--- src/rtl/ann_pkg.sv ---
// ann_pkg: shared FSM encoding and width helpers for the neuron datapath
package ann_pkg;
  typedef enum logic [1:0] {IDLE, ACC, DRAIN, DONE} state_e;
  function automatic int prod_w(input int feature_wide, input int weight_wide);
    return feature_wide + weight_wide;
  endfunction
  function automatic int acc_w(input int feature_wide);
    return feature_wide + 16;
  endfunction
endpackage

--- src/rtl/neuron_mac_if.sv ---
// neuron_mac_if: start/bias, feature-weight stream and result bundle of one neuron
interface neuron_mac_if
  import ann_pkg::*;
#(
  parameter int FEATURE_WIDE = 4,
  parameter int WEIGHT_WIDE = 12
);
  localparam int ACC_W = acc_w(FEATURE_WIDE);
  logic start;
  logic signed [ACC_W-1:0] bias;
  logic in_valid;
  logic in_ready;
  logic signed [FEATURE_WIDE-1:0] in_feature;
  logic signed [WEIGHT_WIDE-1:0] in_weight;
  logic signed [ACC_W-1:0] acc_data;
  logic mac_en;
  logic en;
  modport master(
    output start, bias, in_valid, in_feature, in_weight,
    input in_ready, acc_data, mac_en, en
  );
  modport slave(
    input start, bias, in_valid, in_feature, in_weight,
    output in_ready, acc_data, mac_en, en
  );
endinterface

--- src/rtl/mac_mul_stage.sv ---
// mac_mul_stage: registered signed multiplier with a valid flag
module mac_mul_stage
  import ann_pkg::*;
#(
  parameter int A_W = 4,
  parameter int B_W = 12
) (
  input  logic clk,
  input  logic rst,
  input  logic signed [A_W-1:0] a_i,
  input  logic signed [B_W-1:0] b_i,
  input  logic vld_i,
  output logic signed [prod_w(A_W, B_W)-1:0] p_o,
  output logic p_vld_o
);
  localparam int P_W = prod_w(A_W, B_W);
  logic signed [P_W-1:0] p_q, p_d;
  logic p_vld_q;
  assign p_d = vld_i ? a_i * b_i : p_q;
  always_ff @(posedge clk) begin
    p_q <= p_d;
    p_vld_q <= rst ? 1'b0 : vld_i;
  end
  assign p_o = p_q;
  assign p_vld_o = p_vld_q;
endmodule

--- src/rtl/neuron_mac.sv ---
// neuron_mac: bias-seeded multiply-accumulate over N_INPUTS handshaked pairs
module neuron_mac
  import ann_pkg::*;
#(
  parameter int FEATURE_WIDE = 4,
  parameter int WEIGHT_WIDE = 12,
  parameter int N_INPUTS = 16
) (
  input logic clk,
  input logic rst,
  neuron_mac_if.slave bus
);
  localparam int PROD_W = prod_w(FEATURE_WIDE, WEIGHT_WIDE);
  localparam int ACC_W = acc_w(FEATURE_WIDE);
  localparam int CNT_W = $clog2(N_INPUTS + 1);
  localparam logic [CNT_W-1:0] LAST = CNT_W'(N_INPUTS - 1);
  state_e state_q, state_d;
  logic [CNT_W-1:0] cnt_q, cnt_d;
  logic signed [ACC_W-1:0] acc_q, acc_d;
  logic signed [PROD_W-1:0] p_q;
  logic p_vld, go, accept;
  assign go = state_q == IDLE && bus.start;
  assign accept = state_q == ACC && bus.in_valid;
  mac_mul_stage #(.A_W(FEATURE_WIDE), .B_W(WEIGHT_WIDE)) u_mul (
    .clk(clk),
    .rst(rst),
    .a_i(bus.in_feature),
    .b_i(bus.in_weight),
    .vld_i(accept),
    .p_o(p_q),
    .p_vld_o(p_vld)
  );
  always_ff @(posedge clk) begin
    if (rst) begin
      state_q <= IDLE;
      cnt_q <= '0;
      acc_q <= '0;
    end else begin
      state_q <= state_d;
      cnt_q <= cnt_d;
      acc_q <= acc_d;
    end
  end
  always_comb begin
    state_d = state_q;
    case (state_q)
      IDLE: state_d = go ? ACC : IDLE;
      ACC: state_d = accept && cnt_q == LAST ? DRAIN : ACC;
      DRAIN: state_d = DONE;
      DONE: state_d = IDLE;
      default: state_d = IDLE;
    endcase
  end
  // the last product lands during DRAIN, so the sum is final on entry to DONE
  always_comb begin
    cnt_d = go ? '0 : accept ? cnt_q + CNT_W'(1) : cnt_q;
    acc_d = go ? bus.bias : p_vld ? acc_q + ACC_W'(p_q) : acc_q;
  end
  always_comb begin
    bus.in_ready = state_q == ACC;
    bus.mac_en = state_q == ACC || state_q == DRAIN;
    bus.en = state_q == DONE;
    bus.acc_data = acc_q;
  end
endmodule

--- src/flat_wrapper.sv ---
// flat-port wrapper written by rule: the top's interface ports become plain ports
module neuron_mac_flat import ann_pkg::*;
#(
  parameter int FEATURE_WIDE = 4,
  parameter int WEIGHT_WIDE = 12,
  parameter int N_INPUTS = 16
)
  (clk, rst, bus_start, bus_bias, bus_in_valid, bus_in_feature, bus_in_weight, bus_in_ready, bus_acc_data, bus_mac_en, bus_en);
  neuron_mac_if #(.FEATURE_WIDE(FEATURE_WIDE), .WEIGHT_WIDE(WEIGHT_WIDE)) bus_i ();
  input logic clk;
  input logic rst;
  input wire logic [$bits(bus_i.start)-1:0] bus_start;
  input wire logic [$bits(bus_i.bias)-1:0] bus_bias;
  input wire logic [$bits(bus_i.in_valid)-1:0] bus_in_valid;
  input wire logic [$bits(bus_i.in_feature)-1:0] bus_in_feature;
  input wire logic [$bits(bus_i.in_weight)-1:0] bus_in_weight;
  output wire logic [$bits(bus_i.in_ready)-1:0] bus_in_ready;
  output wire logic [$bits(bus_i.acc_data)-1:0] bus_acc_data;
  output wire logic [$bits(bus_i.mac_en)-1:0] bus_mac_en;
  output wire logic [$bits(bus_i.en)-1:0] bus_en;
  assign bus_i.start = bus_start;
  assign bus_i.bias = bus_bias;
  assign bus_i.in_valid = bus_in_valid;
  assign bus_i.in_feature = bus_in_feature;
  assign bus_i.in_weight = bus_in_weight;
  assign bus_in_ready = bus_i.in_ready;
  assign bus_acc_data = bus_i.acc_data;
  assign bus_mac_en = bus_i.mac_en;
  assign bus_en = bus_i.en;
  neuron_mac #(.FEATURE_WIDE(FEATURE_WIDE), .WEIGHT_WIDE(WEIGHT_WIDE), .N_INPUTS(N_INPUTS)) u_core (.clk(clk), .rst(rst), .bus(bus_i));
endmodule
--- config.mk ---
export PLATFORM = sky130hd
export DESIGN_NAME = neuron_mac_flat
export DESIGN_NICKNAME = d
export VERILOG_FILES = /design/src/rtl/ann_pkg.sv /design/src/rtl/neuron_mac_if.sv /design/src/rtl/mac_mul_stage.sv /design/src/rtl/neuron_mac.sv /design/src/flat_wrapper.sv
export SDC_FILE = /design/constraint.sdc
export NUM_CORES = 1
export LEC_CHECK = 0
export CORE_AREA = 2 2 158 98
export DETAILED_ROUTE_END_ITERATION = 10
export DIE_AREA = 0 0 160 100
export SLEW_MARGIN = 20
export SYNTH_ARGS = -nofsm -noshare
export SYNTH_HDL_FRONTEND = slang
export SYNTH_SLANG_ARGS = --single-unit
--- constraint.sdc ---
create_clock -name clk -period 5.2 [get_ports clk]
set_input_delay 0.52 -clock clk [delete_from_list [all_inputs] [get_ports clk]]
set_output_delay 0.52 -clock clk [all_outputs]
set_load 0.02 [all_outputs]
Word-level counts from Yosys, hierarchy flattened. Index checks and enable logic that the tools add are counted.

$add $sub $neg: 2. $mul: 1. Equal/unequal tests: 4. Mux-type cells: 5. Reductions and logical operators: 7.

Operator list (number): $mux 20 (2); $add 20x16->20 (1); $mul 4x12->16 (1); $pmux 2 s4 (1); $add 5x1->5 const B (1); $eq 5x4->1 const B (1); $eq 2x2->1 const B (2); $logic_and 1x1->1 (3); $eq 2x1->1 const B (1); $logic_not 2->1 (1); $mux 2 (1); $reduce_bool 2->1 (1); $reduce_or 2->1 (1); $logic_or 1x1->1 (1); $mux 1 (1).

Register bits: 44. Logic and storage cells: 24.

Logic depth before layout (Yosys ltp). Gate-level depths: netlist of run 1.

Depth after elaboration: 5. Depth in mapped cells: 17. Gate-level depth less buffers: 16.

Cells and area by module. Synthesis of run 1 repeated with hierarchy kept, for this count alone.

Cells, all modules: 482. Area total of the unflattened synthesis: 4435.5 µm².

Modules (own cells, without submodules): neuron_mac (instances 1, cells an instance 282, area each 2326.0 µm²); mac_mul_stage (instances 1, cells an instance 200, area each 2109.5 µm²).

Worst setup path after synthesis of run 1. No wires, ideal clock.

Path kind: input port to flip-flop. Start: input bus_in_feature[2]. End: register u_core.u_mul.p_q[15], in the netlist u_core.u_mul.p_o[15] (data pin). Setup time: 0.260 ns. Data arrival time: 3.928 ns. Path slack: 1.012 ns. Stages on the path: 16. Buffers on the path: 1. Cells stage by stage: clkbuf_1 -> nand2_1 -> fa_1 -> fa_1 -> fa_1 -> inv_1 -> ha_1 -> fa_1 -> a21o_1 -> a21oi_1 -> nor2b_1 -> o211ai_1 -> a21oi_1 -> nor2_1 -> a21oi_1 -> xnor2_1.

Cells in the longest elaborated chain, start to end: 1.

RTL lines: start: declaration (line flat_wrapper.sv:15) `input wire logic [$bits(bus_i.in_feature)-1:0] bus_in_feature;`; $mul 4x12->16 (line mac_mul_stage.sv:19) `assign p_d = vld_i ? a_i * b_i : p_q;`; end signal: assignment (line mac_mul_stage.sv:21) `p_q <= p_d;`; end: declaration (line mac_mul_stage.sv:17) `logic signed [P_W-1:0] p_q, p_d;`.

Every way passes these cells. A chain may end at the register's enable or synchronous reset.

Final worst setup path of run 1. Ends and elaborated chain as after synthesis.

==> results.md, run 1 <==
* Most frequent cells in the layout: 62 x clkdlybuf4s50_1, 53 x ha_1, 51 x nor2_1
* Diodes inserted at 0
* Syn Inst Count at 483
* Vias at 3563
* RSZ-0062 raised after global routing: false
* Nets at 654
* Core area at 14800 um2
* Critical path, cell by cell: clkdlybuf4s50_1 -> nand2_1 -> fa_1 -> fa_1 -> fa_1 -> inv_1 -> ha_1 -> fa_1 -> a21o_1 -> a21oi_1 -> nor2b_1 -> o211ai_1 -> a21oi_1 -> nor2_1 -> a21oi_1 -> xnor2_1
* Post-Place Cells at between 700 and 800
* R2R depth at 10
* Fmax at 0.214 GHz
* Fill count at between 1500 and 2000
* Clock network fraction of design power at 0.227
* Ratio of cells with drive above 1 in the final layout at 0.0429
* Startpoint types: input port
* Unique masters post-synth at 55
* Most frequent cell on the critical path: fa_1
* CTS root buffer: clkbuf_16
* R2R Path End: u_core.bus.acc_data[16]$_SDFFE_PP0P_
* Number of port buffers at 62
* Clk buf depth at 2
* Drt pass-1 iters at 4
* Arrival @ worst endpoint at 4.71 ns
* Comb power frac at 0.453
* Seq pwr share at 0.320
* Top FF cell, synth: dfxtp_1
* #FFs+latches synth at 44
* Post-CTS Hold Buffers at 0
* Max transition margin at 0.301
* Pint at 860 uW
* Chip height at ~100 um
* Setup-failing EPs final at 0
* Switching power total at 476 uW
* H-tree level count at 2
* Vias in the first global route at 3362
* Io pins at 63
* YS warnings at 0
* Post-synthesis cell area at 4310 um2
* Status: finished, final reports clean
* Final worst slack at 0.526 ns
* Initial antenna violation count at 0
* HPWL Detailed at 8280 um
* Worst Hold Depth at 2
* CTS tree: built
* 1st-iter DRT viols at ~160
* Die ar. at 16000 um2
* Initial Util at 0.291
* Die W at 160 um
* Cell row count at 35
* Period utilisation layout at 0.899
* VDD IR-drop max at approximately 0.13 mV
* Sw frac at 0.356
* Setup WS pre-CTS at about 0.24 ns
* Final Skew at 0.00648 ns
* Post_cts resized at 0
* Synth Net Count at 602
* TritonCTS Buffers at 5
* Worst-skew pair later-pin latency at 0.29 ns
* Pins Over Slew Limit at 0
* Critical Path RT at 5.23 ns
* Min-delay src: u_core.cnt_q[4]$_SDFFE_PP0P_
* Clock transition at path regs at 0.06 ns
* Largest net degree at the start of global routing at 32
* Setup Crit Path Kind: input port to flop
* Antenna viol nets, final at 0
* Final Hold Viols at 0
* CP endpoint kind: flop
* First-pass GRT wire length at approximately 17000 um
* Synth async-reset ratio at 0
* R2R Path Start: u_core.bus.acc_data[0]$_SDFFE_PP0P_
* Routed WL per cell at 14.0 um
* Hold Crit Class: flop to flop
* Power Density at around 250 nW/um2
* Sum of negative setup slack at 0 ns
* Syn_area_per_cell at 8.93 um2
* Fin crit period at 4.67 ns
* DR vias/cell at 4.82
* Commonest non-fill, non-tap cell in the layout: clkdlybuf4s50_1
* Max-Cap Viols at 0
* Sequential area share after synthesis at 0.241
* Placer Congestion at 0.810
* Non-filler cells, final at 739
* DRC viols at 0
* Post-CTS setup repair buffer count at 0
* Pleak at 0.00212 uW
* Critical Path Max Stage Delay at 0.70 ns
* Slew at the pin closest to its max-slew limit at 1.05 ns
* Post-synth EDFFs at 16
* CTS sink cnt at 44
* Slowest-stage cell, CP: clkdlybuf4s50_1
* Flop-to-flop setup slack at 2.38 ns
* Min-Delay Endpoint: u_core.cnt_q[4]$_SDFFE_PP0P_
* Congestion Overflow GR at 0
* Total Wirelength at 10400 um
* Worst-path fanout max at 12
* Area Overhead vs Synth at 21.9%
* Gr usage total at 0.129
-- registers in the layout (all words and copies together), names as in the netlist, named ones only --
name                  flops
u_core.u_mul.p_vld_o      1
u_core.u_mul.p_o         16
u_core.bus.acc_data      20
u_core.cnt_q              5
u_core.state_q            1
-- logic make-up (layout without fill, tap and decap cells) --
logic type | Yosys count | after routing | share of synthesized area
XOR/XNOR | 27 | 27 | 0.0548
AO/OA/AOI/OAI | 114 | 114 | 0.170
flip-flops | 44 | 44 | 0.241
AND/OR/NAND/NOR | 162 | 162 | 0.191
adder cells (fa/ha/maj) | 79 | 79 | 0.275
multiplexers | 10 | 10 | 0.0244
buffers and inverters | 47 | 100 | 0.0438
-- worst max-delay path by stage --
stage                            from  slack (ns)  cells after the start                              to
CTS                 bus_in_feature[2]        0.54                     16  u_core.u_mul.p_o[15]$_DFFE_PP_
global route        bus_in_feature[2]        0.19                     16  u_core.u_mul.p_o[15]$_DFFE_PP_
detailed placement  bus_in_feature[2]        0.24                     16  u_core.u_mul.p_o[15]$_DFFE_PP_
finish              bus_in_feature[2]        0.53                     16  u_core.u_mul.p_o[15]$_DFFE_PP_
global placement    bus_in_feature[2]        0.29                     16  u_core.u_mul.p_o[15]$_DFFE_PP_
floorplan           bus_in_feature[2]        1.01                     16  u_core.u_mul.p_o[15]$_DFFE_PP_
-- power groups by stage --
stage | clock, uW | sequential (uW) | combinational (uW)
CTS | 313 | 428 | 610
global route | 324 | 431 | 685
global placement | 0 | 434 | 594
floorplan | 0 | 442 | 432
finish | 304 | 427 | 605
detailed placement | 0 | 435 | 603
-- area by class of cell --
type,instances,area (um2),area share
multi-input cells,392,3080,0.587
clock buffers,7,133,0.0252
flip-flops and latches,44,1040,0.198
inverters,28,105,0.0200
well taps,203,254,0.0483
repair buffers,64,636,0.121
clock inverters,1,3.75,0.000714
-- worst max-delay path: cells and delay by family --
family	cells	cell delay (ns)
adder cells (fa/ha/maj)	5	2.14
AO/OA/AOI/OAI	5	0.81
buffers and inverters	2	0.74
AND/OR/NAND/NOR	3	0.36
XOR/XNOR	1	0.12
-- synth_stat cells, types with 2 or more instances --
master / number / share of area
o21a_1: 4 / 0.0070
inv_1: 28 / 0.024
dfxtp_1: 28 / 0.13
nor4_2: 2 / 0.0058
xor2_1: 8 / 0.016
nand4_1: 4 / 0.0058
fa_1: 26 / 0.12
a21oi_1: 40 / 0.046
o211ai_1: 3 / 0.0052
a21boi_0: 2 / 0.0035
xnor2_1: 19 / 0.039
a21o_1: 6 / 0.010
ha_1: 53 / 0.15
nor3_1: 10 / 0.012
o41ai_1: 2 / 0.0041
nor2_1: 51 / 0.044
a211oi_1: 13 / 0.023
a31oi_1: 3 / 0.0044
and3_1: 4 / 0.0058
nand3_1: 8 / 0.0093
nand2b_1: 6 / 0.0087
or3_1: 2 / 0.0029
o21bai_1: 3 / 0.0052
nor2b_1: 6 / 0.0087
o31ai_2: 2 / 0.0058
mux2i_1: 9 / 0.021
o21ai_1: 5 / 0.0058
o21ai_0: 18 / 0.021
clkbuf_1: 15 / 0.013
nand2_1: 28 / 0.024
edfxtp_1: 16 / 0.11
and2_1: 35 / 0.051
a21oi_2: 2 / 0.0041
-- per-stage QoR --
| step | hold slack (ns) | power (uW) | cell area [um2] | utilization |
|---|---|---|---|---|
| 4_1_cts | 0.493 | 1350 | 5250 | 0.355 |
| 5_1_grt | 0.535 | 1440 | 5260 | 0.355 |
| 2_1_floorplan | 0.471 | 875 | 4310 | - |
| 3_5_place_dp | 0.488 | 1040 | 5120 | 0.346 |
| 3_3_place_gp | 0.479 | 1030 | 5120 | 0.346 |
| 6_report | 0.491 | 1340 | 5260 | 0.355 |
-- layer usage --
| metal | global-route usage | up-vias | share of wire |
|---|---|---|---|
| li1 | - | 1798 | - |
| met1 | 0.193 | 1676 | 0.53 |
| met2 | 0.185 | 77 | 0.41 |
| met3 | 0.0289 | 12 | 0.048 |
| met4 | 0.0374 | 0 | 0.015 |
| met5 | 0 | - | 0 |
Note: power is estimated with default switching activity, not from simulation.
==> run 2: changes to the inputs <==
--- a/config.mk
+++ b/config.mk
@@ -5,9 +5,12 @@
 export SDC_FILE = /design/constraint.sdc
 export NUM_CORES = 1
 export LEC_CHECK = 0
-export CORE_AREA = 2 2 158 98
+export CELL_PAD_IN_SITES_DETAIL_PLACEMENT = 1
+export CELL_PAD_IN_SITES_GLOBAL_PLACEMENT = 2
+export CORE_AREA = 2 2 130 119
 export DETAILED_ROUTE_END_ITERATION = 10
-export DIE_AREA = 0 0 160 100
+export DIE_AREA = 0 0 132 121
+export PLACE_DENSITY_LB_ADDON = 0.1
 export SLEW_MARGIN = 20
 export SYNTH_ARGS = -nofsm -noshare
 export SYNTH_HDL_FRONTEND = slang
==> run 2 against run 1 <==
Compared with the run above: via count decreased by 0.42%; largest power group unchanged; clock skew decreased by 0.0033 ns; sequential power about the same; critical path depth decreased by 1; setup slack got worse by 0.038 ns; hold slack improved by 0.0049 ns; sequential share of layout area decreased by 0.11 points; clock power increased by 14%; die area decreased by 0.18%; final cell count decreased by 0.54%; critical path type unchanged.
==> results.md, run 2 (synthesized netlist as in run 1, its figures left out) <==
* Power Density at 262 nW/um2 (was 254 nW/um2)
* Max reg flops at 20 (unchanged)
* Antenna viol nets, final at 0 (unchanged)
* Hold Crit Class: flop to flop (unchanged)
* Vias at 3548 (was 3563)
* CTS sink cnt at 44 (unchanged)
* DRC viols at 0 (unchanged)
* Most frequent cell on the critical path: fa_1 (unchanged)
* Sw frac at 0.356 (about the same)
* Clk buf depth at 2 (unchanged)
* Fill count at 1714 (was 1541)
* Routed WL per cell at 15.2 um (was 14.0 um)
* Diodes inserted at 0 (unchanged)
* Final Skew at 0.00314 ns (was 0.00648 ns)
* Vias in the first global route at 3723 (was 3362)
* Final Hold Viols at 0 (unchanged)
* Setup Crit Path Kind: input port to flop (unchanged)
* Cell row count at 42 (was 35)
* Core area at 14600 um2 (was 14800 um2)
* Startpoint types: input port (unchanged)
* CP endpoint kind: flop (unchanged)
* Chip height at 121 um (was 100 um)
* Initial antenna violation count at 0 (unchanged)
* Congestion Overflow GR at 0 (unchanged)
* First-pass GRT wire length at 18700 um (was 16800 um)
* Clock transition at path regs at 0.06 ns (about the same)
* Placer Congestion at 0.787 (was 0.810)
* Seq pwr share at 0.307 (was 0.320)
* TritonCTS Buffers at 5 (unchanged)
* VDD IR-drop max at 0.134 mV (was 0.126 mV)
* Critical path, cell by cell: clkdlybuf4s50_1 -> nand2_1 -> fa_1 -> fa_1 -> fa_1 -> inv_1 -> ha_1 -> fa_1 -> a21o_1 -> a21oi_1 -> nor2b_1 -> o211ai_1 -> a21oi_1 -> nor3_1 -> xnor2_1 (was clkdlybuf4s50_1 -> nand2_1 -> fa_1 -> fa_1 -> fa_1 -> inv_1 -> ha_1 -> fa_1 -> a21o_1 -> a21oi_1 -> nor2b_1 -> o211ai_1 -> a21oi_1 -> nor2_1 -> a21oi_1 -> xnor2_1)
* Clock network fraction of design power at 0.252 (was 0.227)
* Commonest non-fill, non-tap cell in the layout: clkdlybuf4s50_1 (unchanged)
* Total Wirelength at 11200 um (was 10400 um)
* DR vias/cell at 4.83 (was 4.82)
* Fmax at 0.212 GHz (was 0.214 GHz)
* Max-Cap Viols at 0 (unchanged)
* Critical Path RT at 5.24 ns (was 5.23 ns)
* Setup-failing EPs final at 0 (unchanged)
* Hold slack final at 0.496 ns (was 0.491 ns)
* Comb power frac at 0.441 (was 0.453)
* Io pins at 63 (unchanged)
* Drt pass-1 iters at 4 (unchanged)
* Arrival @ worst endpoint at 4.75 ns (was 4.71 ns)
* HPWL Detailed at 8990 um (was 8280 um)
* H-tree level count at 2 (unchanged)
* Most frequent cells in the layout: 62 x clkdlybuf4s50_1, 53 x ha_1, 51 x nor2_1 (unchanged)
* Post-CTS Hold Buffers at 0 (unchanged)
* Worst Path Buf+Inv at 2 (unchanged)
* Sum of negative setup slack at 0 ns (unchanged)
* Period utilisation layout at 0.906 (was 0.899)
* Max transition margin at 0.469 (was 0.301)
* Worst-skew pair later-pin latency at 0.29 ns (about the same)
* Post-CTS setup repair buffer count at 0 (unchanged)
* Die W at 132 um (was 160 um)
* CTS tree: built (unchanged)
* Area Overhead vs Synth at 22.6% (was 21.9%)
* Pint at 891 uW (was 860 uW)
* Initial Util at 0.296 (was 0.291)
* Gr usage total at 0.144 (was 0.129)
* Slowest-stage cell, CP: clkdlybuf4s50_1 (unchanged)
* Top delay family on crit path: adder cells (unchanged)
* RSZ-0062 raised after global routing: false (unchanged)
* Worst-path fanout max at 12 (unchanged)
* Largest net degree at the start of global routing at 32 (unchanged)
* Ratio of cells with drive above 1 in the final layout at 0.0521 (was 0.0429)
* Post_cts resized at 0 (unchanged)
* 1st-iter DRT viols at 103 (was 158)
* Slew at the pin closest to its max-slew limit at 0.794 ns (was 1.05 ns)
* Nets at 655 (was 654)
* Status: finished, final reports clean (unchanged)
* CTS root buffer: clkbuf_16 (unchanged)
* Fin crit period at 4.71 ns (was 4.67 ns)
* Pins Over Slew Limit at 0 (unchanged)
* Die ar. at 16000 um2 (about the same)
* Number of port buffers at 62 (unchanged)
* Critical Path Max Stage Delay at 0.66 ns (was 0.70 ns)
* Switching power total at 493 uW (was 476 uW)
* Pleak at 0.00214 uW (was 0.00212 uW)
==> run 2: cell types whose count changed in the layout (fill, tap and decap cells not counted), sizes merged <==
cell      change
buf           +1
clkbuf        -1
clkinvlp      +1
==> run 2: path summary, 6_finish.rpt <==
path	startpoint	to	slack (ns)	depth (start not counted)
setup / recovery	bus_in_feature[2]	u_core.u_mul.p_o[13]$_DFFE_PP_	0.49	15
hold / removal	u_core.cnt_q[4]$_SDFFE_PP0P_	u_core.cnt_q[4]$_SDFFE_PP0P_	0.50	2
setup reg to reg	u_core.bus.acc_data[0]$_SDFFE_PP0P_	u_core.bus.acc_data[16]$_SDFFE_PP0P_	2.35	10
hold reg to reg	u_core.cnt_q[4]$_SDFFE_PP0P_	u_core.cnt_q[4]$_SDFFE_PP0P_	0.50	2
==> run 2: metrics by stage <==
step	utilization	instances	setup WS [ns]	total power, uW	area (um2)
after floorplan	-	483	1.01	875	4310
after global placement	0.352	727	0.287	1040	5120
after detailed placement	0.352	727	0.150	1050	5120
after CTS	0.363	735	0.457	1410	5280
after global routing	0.363	735	0.197	1500	5290
final	0.363	735	0.488	1380	5290
==> run 2: routing by layer <==
metal | routed length, um | track usage | up-vias
met5 | 0 | 0 | -
met4 | 87 | 0.0285 | 0
met3 | 240 | 0.0196 | 6
met2 | 5200 | 0.248 | 48
met1 | 5680 | 0.194 | 1698
li1 | - | - | 1796
==> run 2: tightest hold or removal path: stages (launching register included) <==
cell and delay, ns:
dfxtp_1 0.31, nor2_1 0.10, a211oi_1 0.04
==> run 2: area by class of cell <==
| cell class | instances | area, um2 | area share |
|---|---|---|---|
| Inverter | 28 | 105 | 0.0199 |
| Multi-Input combinational cell | 392 | 3090 | 0.584 |
| Clock buffer | 6 | 150 | 0.0284 |
| Tap cell | 198 | 248 | 0.0469 |
| Clock inverter | 2 | 12.5 | 0.00237 |
| Timing Repair Buffer | 65 | 643 | 0.122 |
| Sequential cell | 44 | 1040 | 0.197 |
==> run 2: power groups by stage <==
stage | Sequential, uW | Combinational [uW] | Clock (uW)
6_report | 425 | 611 | 348
5_1_grt | 429 | 696 | 372
4_1_cts | 426 | 621 | 359
3_5_place_dp | 434 | 613 | 0
3_3_place_gp | 433 | 604 | 0
2_1_floorplan | 442 | 432 | 0
==> run 3: changes to the inputs <==
--- a/config.mk
+++ b/config.mk
@@ -8,6 +8,7 @@
 export CELL_PAD_IN_SITES_DETAIL_PLACEMENT = 1
 export CELL_PAD_IN_SITES_GLOBAL_PLACEMENT = 2
 export CORE_AREA = 2 2 130 119
+export CTS_CLUSTER_DIAMETER = 50
 export DETAILED_ROUTE_END_ITERATION = 10
 export DIE_AREA = 0 0 132 121
 export PLACE_DENSITY_LB_ADDON = 0.1
==> results of run 3 <==
Same layout as run 2: the final DEF is identical, and so are final timing and power.
